==> src/rtl/core_sweep_controller.sv <==
// Per-tick neuron sweep sequencer sitting in front of core_sram.
// Each row is read, passed through the neuron datapath and written back in place.
module core_sweep_controller #(
    parameter int NUM_NEURONS = 256,
    parameter int ADDR_W      = 8,
    parameter int ROW_W       = 410,
    parameter int TIMEOUT     = 15
) (
    input  logic              clk,
    input  logic              rst,
    input  logic              tick,
    output logic              sram_read_request,
    output logic              sram_write_request,
    output logic [ADDR_W-1:0] sram_addr,
    output logic [ROW_W-1:0]  sram_write_data,
    input  logic [ROW_W-1:0]  sram_read_data,
    input  logic              sram_ready,
    input  logic              sram_error,
    output logic              nrn_row_valid,
    input  logic              nrn_row_ready,
    output logic [ADDR_W-1:0] nrn_row_addr,
    output logic [ROW_W-1:0]  nrn_row_data,
    input  logic              nrn_upd_valid,
    output logic              nrn_upd_ready,
    input  logic [ROW_W-1:0]  nrn_upd_data,
    output logic              busy,
    output logic              sweep_done,
    output logic              tick_overrun,
    output logic              fault,
    output logic [1:0]        fault_code
);

    typedef enum logic [3:0] {
        IDLE,
        RD_REQ,
        RD_WAIT,
        PRESENT,
        COLLECT,
        WR_REQ,
        WR_WAIT,
        NEXT,
        FAULT
    } state_t;

    localparam logic [1:0] FC_NONE = 2'b00;
    localparam logic [1:0] FC_ERR  = 2'b01;
    localparam logic [1:0] FC_TMO  = 2'b10;

    // One spare bit so a full 2**ADDR_W sweep can still detect its last row.
    localparam logic [ADDR_W:0] LAST_ROW = (ADDR_W + 1)'(NUM_NEURONS - 1);
    localparam logic [7:0]      TMO_LAST = 8'(TIMEOUT - 1);

    state_t            state;
    state_t            state_next;
    logic [ADDR_W:0]   row;
    logic [ADDR_W:0]   row_next;
    logic [ROW_W-1:0]  rd_buf;
    logic [ROW_W-1:0]  wr_buf;
    logic [1:0]        code;
    logic [1:0]        code_next;
    logic [7:0]        tmo_cnt;
    logic              waiting;
    logic              active;
    logic              tmo_hit;
    logic              last_row;
    logic              rd_load;
    logic              wr_load;

    assign last_row = (row == LAST_ROW);
    assign waiting  = state inside {RD_REQ, RD_WAIT, WR_REQ, WR_WAIT};
    assign active   = (state != IDLE) && (state != FAULT);
    assign tmo_hit  = waiting && !sram_ready && (tmo_cnt == TMO_LAST);

    always_ff @(posedge clk or posedge rst) begin
        if (rst) begin
            state   <= IDLE;
            row     <= '0;
            rd_buf  <= '0;
            wr_buf  <= '0;
            code    <= FC_NONE;
            tmo_cnt <= '0;
        end else begin
            state <= state_next;
            row   <= row_next;
            code  <= code_next;
            if (rd_load) begin
                rd_buf <= sram_read_data;
            end
            if (wr_load) begin
                wr_buf <= nrn_upd_data;
            end
            // Restart on every state change so each wait phase gets its own budget.
            if (!waiting || (state_next != state)) begin
                tmo_cnt <= '0;
            end else begin
                tmo_cnt <= tmo_cnt + 8'd1;
            end
        end
    end

    always_comb begin
        state_next         = state;
        row_next           = row;
        code_next          = code;
        rd_load            = 1'b0;
        wr_load            = 1'b0;
        sram_read_request  = 1'b0;
        sram_write_request = 1'b0;
        nrn_row_valid      = 1'b0;
        nrn_upd_ready      = 1'b0;
        busy               = 1'b0;
        sweep_done         = 1'b0;
        tick_overrun       = 1'b0;

        unique case (state)
            IDLE: begin
                if (tick) begin
                    row_next   = '0;
                    state_next = RD_REQ;
                end
            end
            RD_REQ: begin
                busy = 1'b1;
                if (sram_ready) begin
                    sram_read_request = 1'b1;
                    state_next        = RD_WAIT;
                end
            end
            RD_WAIT: begin
                busy = 1'b1;
                if (sram_ready) begin
                    rd_load    = 1'b1;
                    state_next = PRESENT;
                end
            end
            PRESENT: begin
                busy          = 1'b1;
                nrn_row_valid = 1'b1;
                if (nrn_row_ready) begin
                    state_next = COLLECT;
                end
            end
            COLLECT: begin
                busy          = 1'b1;
                nrn_upd_ready = 1'b1;
                if (nrn_upd_valid) begin
                    wr_load    = 1'b1;
                    state_next = WR_REQ;
                end
            end
            WR_REQ: begin
                busy = 1'b1;
                if (sram_ready) begin
                    sram_write_request = 1'b1;
                    state_next         = WR_WAIT;
                end
            end
            WR_WAIT: begin
                busy = 1'b1;
                if (sram_ready) begin
                    state_next = NEXT;
                end
            end
            NEXT: begin
                if (last_row) begin
                    sweep_done = 1'b1;
                    state_next = IDLE;
                end else begin
                    busy       = 1'b1;
                    row_next   = row + 1'b1;
                    state_next = RD_REQ;
                end
            end
            FAULT: begin
                state_next = FAULT;
            end
            default: begin
                state_next = IDLE;
            end
        endcase

        if (active) begin
            tick_overrun = tick;
            // A reported SRAM error outranks a timeout hitting in the same cycle.
            if (sram_error || tmo_hit) begin
                state_next         = FAULT;
                code_next          = sram_error ? FC_ERR : FC_TMO;
                row_next           = row;
                rd_load            = 1'b0;
                wr_load            = 1'b0;
                sram_read_request  = 1'b0;
                sram_write_request = 1'b0;
                sweep_done         = 1'b0;
            end
        end
    end

    assign sram_addr       = row[ADDR_W-1:0];
    assign nrn_row_addr    = row[ADDR_W-1:0];
    assign nrn_row_data    = rd_buf;
    assign sram_write_data = wr_buf;
    assign fault           = (state == FAULT);
    assign fault_code      = code;

endmodule
==> config.mk <==
export PLATFORM = sky130hd
export DESIGN_NAME = core_sweep_controller
export DESIGN_NICKNAME = d
export VERILOG_FILES = /design/src/rtl/core_sweep_controller.sv
export SDC_FILE = /design/constraint.sdc
export NUM_CORES = 1
export LEC_CHECK = 0
export CAP_MARGIN = 5
export CELL_PAD_IN_SITES_DETAIL_PLACEMENT = 1
export CELL_PAD_IN_SITES_GLOBAL_PLACEMENT = 1
export CORE_AREA = 2 2 659 661
export DETAILED_ROUTE_END_ITERATION = 8
export DIE_AREA = 0 0 661 663
export GPL_TIMING_DRIVEN = 0
export PLACE_DENSITY_LB_ADDON = 0.1
export SLEW_MARGIN = 30
export SYNTH_ARGS = -nofsm -noshare
export SYNTH_HDL_FRONTEND = slang
export SYNTH_SLANG_ARGS = --single-unit
==> constraint.sdc <==
create_clock -name clk -period 24.2 [get_ports clk]
set_input_delay 2.42 -clock clk [delete_from_list [all_inputs] [get_ports clk]]
set_output_delay 2.42 -clock clk [all_outputs]
set_load 0.01 [all_outputs]
==> qor.yml <==
status: "complete, no violations"
viasPerCell: 2.57
skew_ns: 0.0613
drt_first_pass_iters: 4
drv_slew: 0
vdd_drop_max_v: 0.0000439
fillerInstances: 48700
hp-class: "reg -> reg"
yosys_warnings: 0
cts_root_buffer: "clkbuf_16"
hold_buffers: 0
die_width_um: 661
finalSetupViolations: 0
grt_first_pass_wirelength_um: 327000
finalCriticalPeriod_ns: 7.05
worst-setup-path-type: "in -> out"
synth-seq-cells: 843
holdCritStartpoint: "row[8]"
dpl.hpwl_um: 217000
cap_violations: 0
hold_depth: 2
htreeDepth: 4
rsz0062_at_grt: "no"
mostFrequentLayoutCells: "1672 x clkdlybuf4s50_1, 843 x dfrtp_1, 423 x mux2_2"
numCtsBuffers: 141
grt_max_degree: 25
path_max_fanout: 8
finalWeightedCongestion: 0.764
r2r_slack_ns: 21.21
fmax_ghz: 0.142
avgSynthCellArea_um2: 17.8
wirelength_um: 258000
drt_iter0_drc: 838
synth_top_area_share_pct: 62.1
grt_pass1_vias: 28000
fin_ws_ns: 17.15
synth_fp_nets: 2743
clkTransAtPathRegs_ns: 0.07
multi_input_area_mm2: 0.0116
worst_pin_slew_ns: 0.829
synth_seq_area_share_pct: 62.1
antenna_found_initial: 176
initial_core_util_pct: 7.86
cp-start-kind: "primary input"
core_mm2: 0.432
endpoint_kind: "output port"
leakagePower_nw: 26.2
synth.distinct_cells: 49
grt_use_total_pct: 11.5
clock_sinks: 843
wl_per_cell_um: 26.7
route.detailed.drc: 0
cp_data_required_time_ns: 21.78
rows: 242
seqCellArea_mm2: 0.0211
grt.overflow.total: 0
layout_commonest_cell: "clkdlybuf4s50_1"
syn_to_final_growth_pct: 87.1
r2r-end: "nrn_row_data[285]"
synthTopCellsByArea: "dfrtp_1 62%, mux2_4 18%, mux2_2 14%, buf_12 2.6%, buf_2 0.68%"
die_area_mm2: 0.438
synth_edf_count: 0
syn_inst: 1912
power_w: 0.00555
rr_worst_depth: 7
min_to: "row[8]"
clockBufferDepth: 4
crit_start: "sram_ready"
hold_viol: 0
cts_tree: "built"
ctsResizeCount: 0
ant_nets: 0
synthFlopType: "dfrtp_1"
synth_top_area_cell: "dfrtp_1"
p_per_area_mw_per_mm2: 87.3
dp_slack_ns: 17.10
clk_latency_ns: 0.84
layout-drive-gt1-share_pct: 30.6
slew_headroom_pct: 44.6
die_h_um: 663
async_flop_share_pct: 100
rr_startpoint: "state[3]"
synth_area_mm2: 0.0340
cp.arrival_ns: 4.63
io_pins: 1673
finalCritPeriodShare_pct: 29.1
final_nets: 4607
io_buffers: 1672
cts_setup_buffers: 0
vias: 24800
## state kept, by name, indices dropped and copies added (netlist names)
name,cells
sram_write_data,410
nrn_row_data,410
row,9
state,4
tmo_cnt,8
fault_code,2
## per-stage QoR
stage,utilization [%],instance area [um^2],setup TNS [ns],hold slack [ns],cells
global route,14.7,63500,0,0.512,9607
floorplan,-,34000,0,0.449,1912
finish,14.7,63600,0,0.491,9650
CTS,14.7,63400,0,0.493,9603
global placement,13.4,57900,-326.29,0.488,9318
detailed placement,13.6,59000,0,0.476,9366
## cell usage after synthesis, drive strengths merged (2+ instances only)
master,count
dfrtp,843
mux2,823
buf,109
nor2,12
inv,10
nor4,9
clkbuf,8
nand2,8
nand3,8
nor3,8
o21ai,8
xor2,7
a21oi,6
a211oi,5
and3,5
ha,4
nand4,4
or3,4
a31oi,3
and2,3
nor2b,3
o211ai,2
or2,2
## cell type report
class                           count  share of cell area [%]
Sequential cell                   843                    33.2
Antenna cell                       46                   0.181
Timing Repair Buffer             1721                    28.0
Clock buffer                      209                    6.50
Inverter                           10                  0.0650
Tap cell                         5734                    11.3
Multi-Input combinational cell    942                    18.2
Clock inverter                     28                   0.549
Buffer                            117                    2.02
## worst max-delay path: stages
cell             delay, ns
clkdlybuf4s50_1       0.69
nor4_4                0.09
a41oi_4               0.34
inv_1                 0.11
nor3_1                0.28
clkdlybuf4s50_1       0.69
## cell families after synthesis
| group | Yosys count | share of synthesized area (%) |
|---|---|---|
| buf+inv | 127 | 3.88 |
| fa+ha+maj | 5 | 0.177 |
| compound gates | 33 | 0.718 |
| simple gates | 72 | 1.22 |
| flops | 843 | 62.1 |
| mux | 824 | 31.7 |
| xor+xnor | 8 | 0.206 |
## metal layers
| metal | part of all wire [%] | global-route usage, % |
|---|---|---|
| met1 | 30 | 9.90 |
| met2 | 57 | 23.3 |
| met3 | 11 | 5.54 |
| met4 | 2.5 | 2.38 |
| met5 | 0.19 | 0 |
## power breakdown
part           switching, W  internal [W]  total (W)  leakage (nW)
clock              0.000838       0.00125    0.00209          2.19
combinational      0.000681      0.000890    0.00157          12.5
sequential         0.000194       0.00170    0.00189          11.5
## worst max path at each step
stage	endpoint	slack, ns	cells after the start
finish	sweep_done	17.15	6
global route	sweep_done	17.07	6
CTS	sweep_done	17.08	6
detailed placement	sweep_done	17.10	6
global placement	sram_write_data[401]	-0.87	2
floorplan	fault_code[0]	10.20	1
Power figures use the tool's default switching activity.
